===== src/rtl/mode_switch_sequencer_if.sv =====
// Request/selection bundle between the UART front end, the sequencer and the video pipeline.
interface mode_switch_sequencer_if;
  logic       req_valid;
  logic [1:0] req_res;
  logic [1:0] req_img;
  logic       req_out;
  logic [3:0] clk_lock_vec;
  logic       vsync_tp;
  logic [1:0] Res_Select;
  logic [1:0] Img_Select;
  logic       Out_Select;
  logic       blank;
  logic       tmds_rst;
  logic       busy;
  logic       lock_err;

  modport master (
    output req_valid, req_res, req_img, req_out, clk_lock_vec, vsync_tp,
    input  Res_Select, Img_Select, Out_Select, blank, tmds_rst, busy, lock_err
  );

  modport slave (
    input  req_valid, req_res, req_img, req_out, clk_lock_vec, vsync_tp,
    output Res_Select, Img_Select, Out_Select, blank, tmds_rst, busy, lock_err
  );
endinterface


===== src/rtl/mode_switch_sequencer.sv =====
// Glitch-free mode switching: waits for vblank, blanks, commits the new selection,
// holds TMDS in reset until the selected clock is locked and stable, then unblanks.
module mode_switch_sequencer #(
  parameter int unsigned SYNC_STAGES   = 2,
  parameter int unsigned VS_TIMEOUT    = 2000000,
  parameter int unsigned BLANK_CYCLES  = 16,
  parameter int unsigned LOCK_STABLE   = 1024,
  parameter int unsigned LOCK_TIMEOUT  = 10000000,
  parameter int unsigned SETTLE_CYCLES = 4096,
  parameter logic [1:0]  RESET_RES     = 2'b00
) (
  input logic                    CLK,
  input logic                    RST,
  mode_switch_sequencer_if.slave bus
);

  localparam int unsigned M1   = (VS_TIMEOUT > BLANK_CYCLES) ? VS_TIMEOUT : BLANK_CYCLES;
  localparam int unsigned M2   = (LOCK_TIMEOUT > SETTLE_CYCLES) ? LOCK_TIMEOUT : SETTLE_CYCLES;
  localparam int unsigned CMAX = (M1 > M2) ? M1 : M2;
  localparam int unsigned CW   = $clog2(CMAX + 1);
  localparam int unsigned SW   = $clog2(LOCK_STABLE + 1);

  localparam logic [CW-1:0] VS_LAST     = CW'(VS_TIMEOUT - 1);
  localparam logic [CW-1:0] BLANK_LAST  = CW'(BLANK_CYCLES - 1);
  localparam logic [CW-1:0] LOCK_LAST   = CW'(LOCK_TIMEOUT - 1);
  localparam logic [CW-1:0] SETTLE_LAST = CW'(SETTLE_CYCLES - 1);
  localparam logic [SW-1:0] STAB_LAST   = SW'(LOCK_STABLE - 1);

  typedef enum logic [2:0] {
    IDLE, WAIT_VS, BLANK, SWITCH, WAIT_LOCK, SETTLE, FAULT
  } state_t;

  state_t state, state_nxt;

  logic [SYNC_STAGES-1:0] vs_sync;
  logic [3:0]             lock_sync [SYNC_STAGES];
  logic                   vs_d;
  logic                   vs_edge;
  logic [3:0]             lock_now;
  logic                   lock_sel;

  logic [CW-1:0] cnt;
  logic [SW-1:0] stab;

  logic [1:0] res_q, img_q;
  logic       out_q, blank_q, tmds_q, busy_q, err_q;

  logic [4:0] req_now, committed, req_lat, lat_val, pend_val, pend_val_eff;
  logic       pend, pend_eff, lat_load, pend_set, pend_clr;

  always_ff @(posedge CLK or posedge RST) begin
    if (RST) begin
      vs_sync <= '0;
      vs_d    <= 1'b0;
      for (int unsigned i = 0; i < SYNC_STAGES; i++) lock_sync[i] <= '0;
    end else begin
      vs_sync[0]   <= bus.vsync_tp;
      lock_sync[0] <= bus.clk_lock_vec;
      for (int unsigned i = 1; i < SYNC_STAGES; i++) begin
        vs_sync[i]   <= vs_sync[i-1];
        lock_sync[i] <= lock_sync[i-1];
      end
      vs_d <= vs_sync[SYNC_STAGES-1];
    end
  end

  assign vs_edge   = vs_sync[SYNC_STAGES-1] & ~vs_d;
  assign lock_now  = lock_sync[SYNC_STAGES-1];
  assign lock_sel  = lock_now[res_q];
  assign req_now   = {bus.req_res, bus.req_img, bus.req_out};
  assign committed = {res_q, img_q, out_q};

  // A request arriving in the same cycle SETTLE completes overrides any older pending one.
  assign pend_eff     = pend | bus.req_valid;
  assign pend_val_eff = bus.req_valid ? req_now : pend_val;

  always_comb begin
    state_nxt = state;
    lat_load  = 1'b0;
    lat_val   = req_now;
    pend_set  = 1'b0;
    pend_clr  = 1'b0;
    case (state)
      IDLE: begin
        if (!lock_sel) begin
          state_nxt = WAIT_LOCK;
          pend_set  = bus.req_valid;
        end else if (bus.req_valid && req_now != committed) begin
          lat_load  = 1'b1;
          state_nxt = WAIT_VS;
        end
      end
      WAIT_VS: begin
        pend_set = bus.req_valid;
        if (vs_edge || cnt == VS_LAST) state_nxt = BLANK;
      end
      BLANK: begin
        pend_set = bus.req_valid;
        if (cnt == BLANK_LAST) state_nxt = SWITCH;
      end
      SWITCH: begin
        pend_set  = bus.req_valid;
        state_nxt = WAIT_LOCK;
      end
      WAIT_LOCK: begin
        pend_set = bus.req_valid;
        if (lock_sel && stab == STAB_LAST) state_nxt = SETTLE;
        else if (cnt == LOCK_LAST)         state_nxt = FAULT;
      end
      SETTLE: begin
        pend_set = bus.req_valid;
        if (!lock_sel) begin
          state_nxt = WAIT_LOCK;
        end else if (cnt == SETTLE_LAST) begin
          pend_set  = 1'b0;
          pend_clr  = 1'b1;
          state_nxt = IDLE;
          if (pend_eff && pend_val_eff != committed) begin
            lat_load  = 1'b1;
            lat_val   = pend_val_eff;
            state_nxt = WAIT_VS;
          end
        end
      end
      FAULT: begin
        if (bus.req_valid) begin
          lat_load  = 1'b1;
          pend_clr  = 1'b1;
          state_nxt = BLANK;
        end
      end
      default: state_nxt = WAIT_LOCK;
    endcase
  end

  always_ff @(posedge CLK or posedge RST) begin
    if (RST) begin
      state    <= WAIT_LOCK;
      cnt      <= '0;
      stab     <= '0;
      pend     <= 1'b0;
      pend_val <= '0;
      req_lat  <= '0;
      res_q    <= RESET_RES;
      img_q    <= '0;
      out_q    <= 1'b0;
      blank_q  <= 1'b1;
      tmds_q   <= 1'b1;
      busy_q   <= 1'b1;
      err_q    <= 1'b0;
    end else begin
      state <= state_nxt;

      if (state_nxt != state)  cnt <= '0;
      else if (cnt != '1)      cnt <= cnt + 1'b1;

      if (state_nxt != state || !lock_sel) stab <= '0;
      else if (stab != '1)                 stab <= stab + 1'b1;

      if (pend_clr) begin
        pend <= 1'b0;
      end else if (pend_set) begin
        pend     <= 1'b1;
        pend_val <= req_now;
      end

      if (lat_load) req_lat <= lat_val;
      if (state == SWITCH) {res_q, img_q, out_q} <= req_lat;

      blank_q <= state_nxt inside {BLANK, SWITCH, WAIT_LOCK, SETTLE, FAULT};
      tmds_q  <= state_nxt inside {SWITCH, WAIT_LOCK, FAULT};
      busy_q  <= state_nxt != IDLE;
      err_q   <= state_nxt == FAULT;
    end
  end

  assign bus.Res_Select = res_q;
  assign bus.Img_Select = img_q;
  assign bus.Out_Select = out_q;
  assign bus.blank      = blank_q;
  assign bus.tmds_rst   = tmds_q;
  assign bus.busy       = busy_q;
  assign bus.lock_err   = err_q;

endmodule

===== src/flat_wrapper.sv =====
// flat-port wrapper written by rule: the top's interface ports become plain ports
module mode_switch_sequencer_flat 
#(
  parameter int unsigned SYNC_STAGES   = 2,
  parameter int unsigned VS_TIMEOUT    = 2000000,
  parameter int unsigned BLANK_CYCLES  = 16,
  parameter int unsigned LOCK_STABLE   = 1024,
  parameter int unsigned LOCK_TIMEOUT  = 10000000,
  parameter int unsigned SETTLE_CYCLES = 4096,
  parameter logic [1:0]  RESET_RES     = 2'b00
)
  (CLK, RST, bus_req_valid, bus_req_res, bus_req_img, bus_req_out, bus_clk_lock_vec, bus_vsync_tp, bus_Res_Select, bus_Img_Select, bus_Out_Select, bus_blank, bus_tmds_rst, bus_busy, bus_lock_err);
  mode_switch_sequencer_if bus_i ();
  input logic CLK;
  input logic RST;
  input wire logic [$bits(bus_i.req_valid)-1:0] bus_req_valid;
  input wire logic [$bits(bus_i.req_res)-1:0] bus_req_res;
  input wire logic [$bits(bus_i.req_img)-1:0] bus_req_img;
  input wire logic [$bits(bus_i.req_out)-1:0] bus_req_out;
  input wire logic [$bits(bus_i.clk_lock_vec)-1:0] bus_clk_lock_vec;
  input wire logic [$bits(bus_i.vsync_tp)-1:0] bus_vsync_tp;
  output wire logic [$bits(bus_i.Res_Select)-1:0] bus_Res_Select;
  output wire logic [$bits(bus_i.Img_Select)-1:0] bus_Img_Select;
  output wire logic [$bits(bus_i.Out_Select)-1:0] bus_Out_Select;
  output wire logic [$bits(bus_i.blank)-1:0] bus_blank;
  output wire logic [$bits(bus_i.tmds_rst)-1:0] bus_tmds_rst;
  output wire logic [$bits(bus_i.busy)-1:0] bus_busy;
  output wire logic [$bits(bus_i.lock_err)-1:0] bus_lock_err;
  assign bus_i.req_valid = bus_req_valid;
  assign bus_i.req_res = bus_req_res;
  assign bus_i.req_img = bus_req_img;
  assign bus_i.req_out = bus_req_out;
  assign bus_i.clk_lock_vec = bus_clk_lock_vec;
  assign bus_i.vsync_tp = bus_vsync_tp;
  assign bus_Res_Select = bus_i.Res_Select;
  assign bus_Img_Select = bus_i.Img_Select;
  assign bus_Out_Select = bus_i.Out_Select;
  assign bus_blank = bus_i.blank;
  assign bus_tmds_rst = bus_i.tmds_rst;
  assign bus_busy = bus_i.busy;
  assign bus_lock_err = bus_i.lock_err;
  mode_switch_sequencer #(.SYNC_STAGES(SYNC_STAGES), .VS_TIMEOUT(VS_TIMEOUT), .BLANK_CYCLES(BLANK_CYCLES), .LOCK_STABLE(LOCK_STABLE), .LOCK_TIMEOUT(LOCK_TIMEOUT), .SETTLE_CYCLES(SETTLE_CYCLES), .RESET_RES(RESET_RES)) u_core (.CLK(CLK), .RST(RST), .bus(bus_i));
endmodule

===== config.mk =====
export PLATFORM = sky130hd
export DESIGN_NAME = mode_switch_sequencer_flat
export DESIGN_NICKNAME = d
export VERILOG_FILES = /design/src/rtl/mode_switch_sequencer_if.sv /design/src/rtl/mode_switch_sequencer.sv /design/src/flat_wrapper.sv
export SDC_FILE = /design/constraint.sdc
export NUM_CORES = 1
export LEC_CHECK = 0
export CAP_MARGIN = 20
export CORE_MARGIN = 3
export CORE_UTILIZATION = 45
export DETAILED_ROUTE_END_ITERATION = 8
export PLACE_DENSITY = 0.66
export SYNTH_ARGS = -nofsm -noshare
export SYNTH_HDL_FRONTEND = slang
export SYNTH_SLANG_ARGS = --single-unit

===== constraint.sdc =====
create_clock -name CLK -period 3 [get_ports CLK]
set_clock_uncertainty 0.1 [all_clocks]
set_input_delay 0.6 -clock CLK [delete_from_list [all_inputs] [get_ports CLK]]
set_output_delay 0.6 -clock CLK [all_outputs]
set_load 0.02 [all_outputs]

==> run_results.csv, run 1 <==
group,metric,value,unit
setup_path,cpPeakStageDelay,0.56,ns
synth,ys_warn_count,0,
clocking,ctsResizeCount,0,
synth,synth_area,3640,µm²
clocking,cts_max_level,3,
floorplanning,die_h,96.0,µm
synth,avgSynthCellArea,10.4,µm²
sta,period_share,90.9,%
final_layout,n_fill_cell,707,
final_layout,utilization,54.7,%
clocking,clk_latency,0.34,ns
power_and_ir_drop,p_leak,1.80,nW
power_and_ir_drop,powerDensity,687,nW/µm²
floorplanning,row_count,32,
floorplanning,fp.dieW,96.0,µm
final_layout,multi_input_area,1830,µm²
global_route,grt_pass1_wl,12900,µm
synth,synthTopCellsByArea,"dfrtp_1 45%, xnor2_1 6.3%, mux2_2 4.9%",
sta,setup_viol,0,
sta,worst_pin_slew,0.491,ns
setup_path,critical_path_buf_inv_count,0,
clocking,clock-sinks,69,
synth,synth-edff-count,0,
clocking,clk_pin_slew,0.07,ns
run,maxCapViolations,0,
drt,num_vias,2797,
floorplanning,core_area,7810,µm²
sta,relSlewSlack,66.9,%
final_layout,nNetsFinal,406,
sta,max_freq,367,MHz
sta,min_period,2.73,ns
drt,finalWirelength,7470,µm
setup_path,slowest_stage,"or4_4",
setup_path,path_cells,"mux4_2, nand4_1, or4_4, a211o_4, mux2_4, mux2_2",
synth,netlist.area_leader.share,44.6,%
global_route,grt_usage,18.1,%
drt,drtPass1Iterations,6,
drt,drtIter0Drc,156,
synth,yosysSeqAreaShare,47.5,%
synth,synth_seq_cells,69,
synth,yosysMostFrequentCell,"dfrtp_1",
final_layout,seqCellArea,1730,µm²
sta,tns,0,ns
sta,slew_viol_final,0,
global_route,grt_pass1_vias,2739,
clocking,cts_tree,"yes",
setup_path,required,3.13,ns
sta,finalHoldViolations,0,
final_layout,diodes,0,
synth,yosysTopAreaCell,"dfrtp_1",
synth,ys_types,49,
drt,remaining_drc_errors,0,
floorplanning,io_pins,22,
final_layout,drive_gt1_share,16.4,%
clocking,cts_setup_buffers,0,
placed_design,gp_congestion,0.845,
synth,synth_flop_cell,"dfrtp_1",
final_layout,syn2layout_area_growth,17.3,%
synth,synthTopCellsByCount,"65 x dfrtp_1, 29 x a21oi_1, 26 x xnor2_1, 23 x nand2_1, 20 x nor3_1",
global_route,grt_overflow_total,0,
setup_path,critPathTopFamily,"multiplexers",
setup_path,cp-start-kind,"flip-flop",
clocking,clock_path_buffers,2,
placed_design,dpl.cell_count,482,
status,status,"finished, final reports clean",
setup_path,arrival,2.86,ns
drt,avgRoutedWirePerCell,15.0,µm
global_route,antenna_found_initial,0,
setup_path,cp_max_fo,5,
power_and_ir_drop,ir_worst_vdd,0.000421,V
clocking,cts_root_buf,"clkbuf_8",
placed_design,io_buffers,21,
drt,via_per_inst,5.62,
global_route,grt_max_degree,70,
clocking,ctsHoldBuffers,0,
sta,holdWs,0.246,ns
power_and_ir_drop,total_power,2.94,mW
floorplanning,initial_core_util,46.7,%
drt,ant_nets,0,
setup_path,cp-end-kind,"flip-flop",
clocking,numCtsBuffers,9,
placed_design,dp.final_hpwl,5170,µm
floorplanning,dieArea,9210,µm²
synth,syn_inst,352,
synth,synthArstFlopShare,100,%
sta,rsz0062_at_grt,"no",
worst_hold_path,hold_class,"reg -> reg",
synth,syn-num-nets,367,
final_layout,final_cells,498,
setup_path,critPathKind,"reg -> reg",
-- sequential cells by signal, indices dropped and copies added (netlist names), 2 cells and up --
register and cells:
u_core.bus.Res_Select 2, u_core.stab 11, u_core.pend_val 5, u_core.lock_now 4
u_core.cnt 24, u_core.lock_sync 4, u_core.req_lat 5, u_core.bus.Img_Select 2
u_core.state 3, u_core.vs_sync 2
-- layout by cell type (no fill, tap or decap), types with 16 or more instances in the layout --
cell type	Yosys	final
mux2_2	16	16
a21oi_1	29	29
nor3_1	20	20
nand3_1	16	16
nand2_1	23	23
clkdlybuf4s50_1	0	21
dfrtp_1	65	65
nor2_1	18	18
buf_4	0	17
xnor2_1	26	26
-- metrics by stage --
stage                     setup slack, ns  instance area, µm²
after floorplan                     0.341                3640
after global placement            -0.0705                4080
after detailed placement          -0.0842                4080
after CTS                           0.258                4270
after global routing                0.107                4270
final                               0.272                4270
-- worst reg2reg max path: stages, from the launching register on --
cell and delay [ns]:
dfrtp_1 0.46, mux4_2 0.40, nand4_1 0.17, or4_4 0.56, a211o_4 0.37, mux2_4 0.31, mux2_2 0.26
-- where the power goes --
part,leakage [nW],total (mW),switching (mW),internal [mW]
clock,0.103,0.734,0.334,0.401
sequential,0.888,1.27,0.144,1.12
combinational,0.804,0.937,0.514,0.422
total,1.80,2.94,0.992,1.94
-- path summary, 6_finish.rpt --
| kind | endpoint | slack (ns) | cells past startpoint | startpoint |
|---|---|---|---|---|
| worst max-delay path | u_core.req_lat[1] | 0.27 | 6 | u_core.bus.Res_Select[0] |
| worst min-delay path | u_core.lock_now[2] | 0.25 | 0 | u_core.lock_sync[6] |
| worst max register to register | u_core.req_lat[1] | 0.27 | 6 | u_core.bus.Res_Select[0] |
| worst min register to register | u_core.lock_now[2] | 0.25 | 0 | u_core.lock_sync[6] |
| max in group asynchronous | u_core.state[2] | 1.93 | 3 | RST |
| min in group asynchronous | u_core.req_lat[3] | 0.55 | 3 | RST |
-- area by class of cell --
| cell class | instances | share of cell area, % |
|---|---|---|
| Multi-Input combinational cell | 262 | 42.8 |
| Clock inverter | 5 | 1.17 |
| Timing Repair Buffer | 39 | 8.37 |
| Tap cell | 102 | 2.99 |
| Clock buffer | 11 | 3.31 |
| Sequential cell | 69 | 40.5 |
| Inverter | 10 | 0.878 |
-- layer usage --
metal | routed length [µm] | part of all wire (%) | GRT usage, %
met3 | 235 | 3.1 | 4.30
met1 | 3420 | 46 | 23.8
met4 | 151 | 2.0 | 7.70
met2 | 3660 | 49 | 28.6
met5 | 0 | 0 | 0
-- cell families after synthesis --
logic type / count (synthesis) / share of synthesized area, %
multiplexers: 29 / 9.55
adder cells (fa/ha/maj): 2 / 0.687
flip-flops: 69 / 47.5
AO/OA/AOI/OAI: 55 / 9.34
XOR/XNOR: 40 / 9.62
buffers and inverters: 21 / 2.33
AND/OR/NAND/NOR: 136 / 20.9
(Power assumes the default switching activity.)
==> run 2, diff against run 1 <==
--- a/config.mk
+++ b/config.mk
@@ -5,10 +5,12 @@
 export SDC_FILE = /design/constraint.sdc
 export NUM_CORES = 1
 export LEC_CHECK = 0
+export ABC_CLOCK_PERIOD_IN_PS = 3000
 export CAP_MARGIN = 20
 export CORE_MARGIN = 3
 export CORE_UTILIZATION = 45
 export DETAILED_ROUTE_END_ITERATION = 8
+export GPL_TIMING_DRIVEN = 0
 export PLACE_DENSITY = 0.66
 export SYNTH_ARGS = -nofsm -noshare
 export SYNTH_HDL_FRONTEND = slang
==> constraint.sdc (replaced) <==
create_clock -name CLK -period 3 [get_ports CLK]
set_clock_uncertainty 0.1 [all_clocks]
set_input_delay 0.45 -clock CLK [delete_from_list [all_inputs] [get_ports CLK]]
set_output_delay 0.45 -clock CLK [all_outputs]
set_load 0.02 [all_outputs]
==> run 2 against run 1 <==
  * Utilization down 0.88 points
  * Fmax down 3.1%
  * Power up 0.41%
  * Cell count down 1.4%
==> run_results.csv, run 2 (synthesized netlist as in run 1, its figures left out) <==
group,metric,value,unit
final_layout,layout_common_cells,"65 x dfrtp_1, 29 x a21oi_1, 26 x xnor2_1",
sta,period_share,93.9,%
clocking,clock_path_buffers,2,
floorplanning,io_pins,22,
drt,drtIter0Drc,149,
setup_path,slowest_stage,"dfrtp_1",
setup_path,required,3.13,ns
global_route,grt_pass1_vias,2768,
drt,remaining_drc_errors,0,
run,maxCapViolations,0,
global_route,antenna_found_initial,0,
setup_path,arrival,2.95,ns
clocking,cts_tree,"yes",
final_layout,nNetsFinal,399,
status,status,"finished, final reports clean",
drt,avgRoutedWirePerCell,15.8,µm
sta,slew_viol_final,0,
clocking,ctsResizeCount,0,
sta,max_freq,355,MHz
final_layout,drive_gt1_share,14.9,%
floorplanning,initial_core_util,46.7,%
floorplanning,die_h,96.0,µm
setup_path,cp_max_fo,10,
global_route,grt_max_degree,70,
worst_hold_path,hold_class,"reg -> reg",
floorplanning,row_count,32,
clocking,clk_pin_slew,0.08,ns
placed_design,gp_congestion,0.916,
clocking,clock-sinks,69,
final_layout,largest_reg_flops,24,
clocking,cts_setup_buffers,0,
sta,rsz0062_at_grt,"no",
setup_path,cp-end-kind,"flip-flop",
floorplanning,fp.dieW,96.0,µm
sta,worst_slack,0.184,ns
global_route,grt_usage,18.3,%
clocking,ctsHoldBuffers,0,
sta,setup_viol,0,
sta,relSlewSlack,41.3,%
floorplanning,core_area,7810,µm²
sta,finalHoldViolations,0,
drt,finalWirelength,7750,µm
setup_path,cp-start-kind,"flip-flop",
sta,worst_pin_slew,0.876,ns
global_route,grt_overflow_total,0,
placed_design,post-place-ws,-0.401,ns
clocking,cts_max_level,3,
placed_design,io_buffers,21,
power_and_ir_drop,powerDensity,701,nW/µm²
final_layout,diodes,0,
drt,via_per_inst,5.69,
setup_path,critPathKind,"reg -> reg",
clocking,cts_root_buf,"clkbuf_8",
floorplanning,dieArea,9210,µm²
final_layout,regMostFlops,"u_core.cnt",
global_route,grt_pass1_wl,13100,µm
sta,min_period,2.82,ns
final_layout,reg_top3,"u_core.cnt (24), u_core.stab (11)",
placed_design,placedInstanceArea,3980,µm²
final_layout,mostFrequentLayoutCell,"dfrtp_1",
drt,ant_nets,0,
power_and_ir_drop,ir_worst_vdd,0.000454,V
drt,num_vias,2796,
power_and_ir_drop,total_power,2.95,mW
final_layout,postLayoutCellArea,4200,µm²
power_and_ir_drop,p_leak,1.73,nW
placed_design,dp.final_hpwl,5300,µm
setup_path,cpPeakStageDelay,0.46,ns
drt,drtPass1Iterations,4,
clocking,numCtsBuffers,9,
setup_path,path_cells,"mux4_2, buf_2, clkinvlp_4, or3_1, a21o_1, a41oi_1, clkbuf_4, nor3_1",
final_layout,syn2layout_area_growth,15.4,%
clocking,clk_latency,0.35,ns
## run 2: cell count changes in the layout (fill, tap and decap cells not counted), moves of 3 or more
cell        previous run  this run
buf_4                 17         0
buf_2                  0         4
clkbuf_1               1         5
clkinvlp_4             0         4
clkinv_2               4         1
## run 2: layout make-up
cell class                      count  area [µm²]
Sequential cell                    69        1730
Clock buffer                        9         124
Clock inverter                      7        75.1
Multi-Input combinational cell    262        1840
Buffer                             10        46.3
Inverter                           10        43.8
Timing Repair Buffer               22         215
Tap cell                          102         128
Fill cell                         727        3600
## run 2: worst max-delay path, delay by kind of cell (launching register included)
family	cells	cell delay, ns
compound gates	2	0.52
buf+inv	3	0.75
flops	1	0.46
mux	1	0.39
simple gates	2	0.47
## run 2: path summary, 6_finish.rpt
kind	startpoint	endpoint	slack [ns]	cells past startpoint
hold / removal	u_core.lock_sync[6]	u_core.lock_now[2]	0.25	0
max in group asynchronous	RST	u_core.cnt[12]	1.70	2
setup / recovery	u_core.bus.Res_Select[0]	u_core.stab[1]	0.18	8
setup reg to reg	u_core.bus.Res_Select[0]	u_core.stab[1]	0.18	8
min in group asynchronous	RST	u_core.stab[0]	0.51	2
hold reg to reg	u_core.lock_sync[6]	u_core.lock_now[2]	0.25	0
## run 2: power by group
group          internal (mW)  total [mW]  switching (mW)  leakage, nW
Sequential              1.12        1.24           0.123        0.888
Clock                  0.386       0.757           0.371       0.0918
Combinational          0.400       0.949           0.549        0.747
Total                   1.90        2.95            1.04         1.73
## run 2: routing by layer
layer	global-route usage, %	share of wire (%)
met3	4.14	3.9
met5	0	0
met2	30.8	50
met1	23.4	45
met4	5.57	1.3
## run 2: metrics by stage
stage | TNS [ns] | hold WS [ns] | util (%) | cells
floorplan | 0 | 0.231 | - | 352
global placement | -30.70 | 0.232 | 51.0 | 475
detailed placement | -2.00 | 0.235 | 51.0 | 475
CTS | 0 | 0.254 | 53.5 | 490
global route | 0 | 0.263 | 53.8 | 491
finish | 0 | 0.251 | 53.8 | 491
==> run 3, diff against run 2 <==
--- a/config.mk
+++ b/config.mk
@@ -9,6 +9,7 @@
 export CAP_MARGIN = 20
 export CORE_MARGIN = 3
 export CORE_UTILIZATION = 45
+export CTS_CLUSTER_DIAMETER = 150
 export DETAILED_ROUTE_END_ITERATION = 8
 export GPL_TIMING_DRIVEN = 0
 export PLACE_DENSITY = 0.66
==> results of run 3 <==
No change in the layout: final DEF, timing and power equal those of run 2.
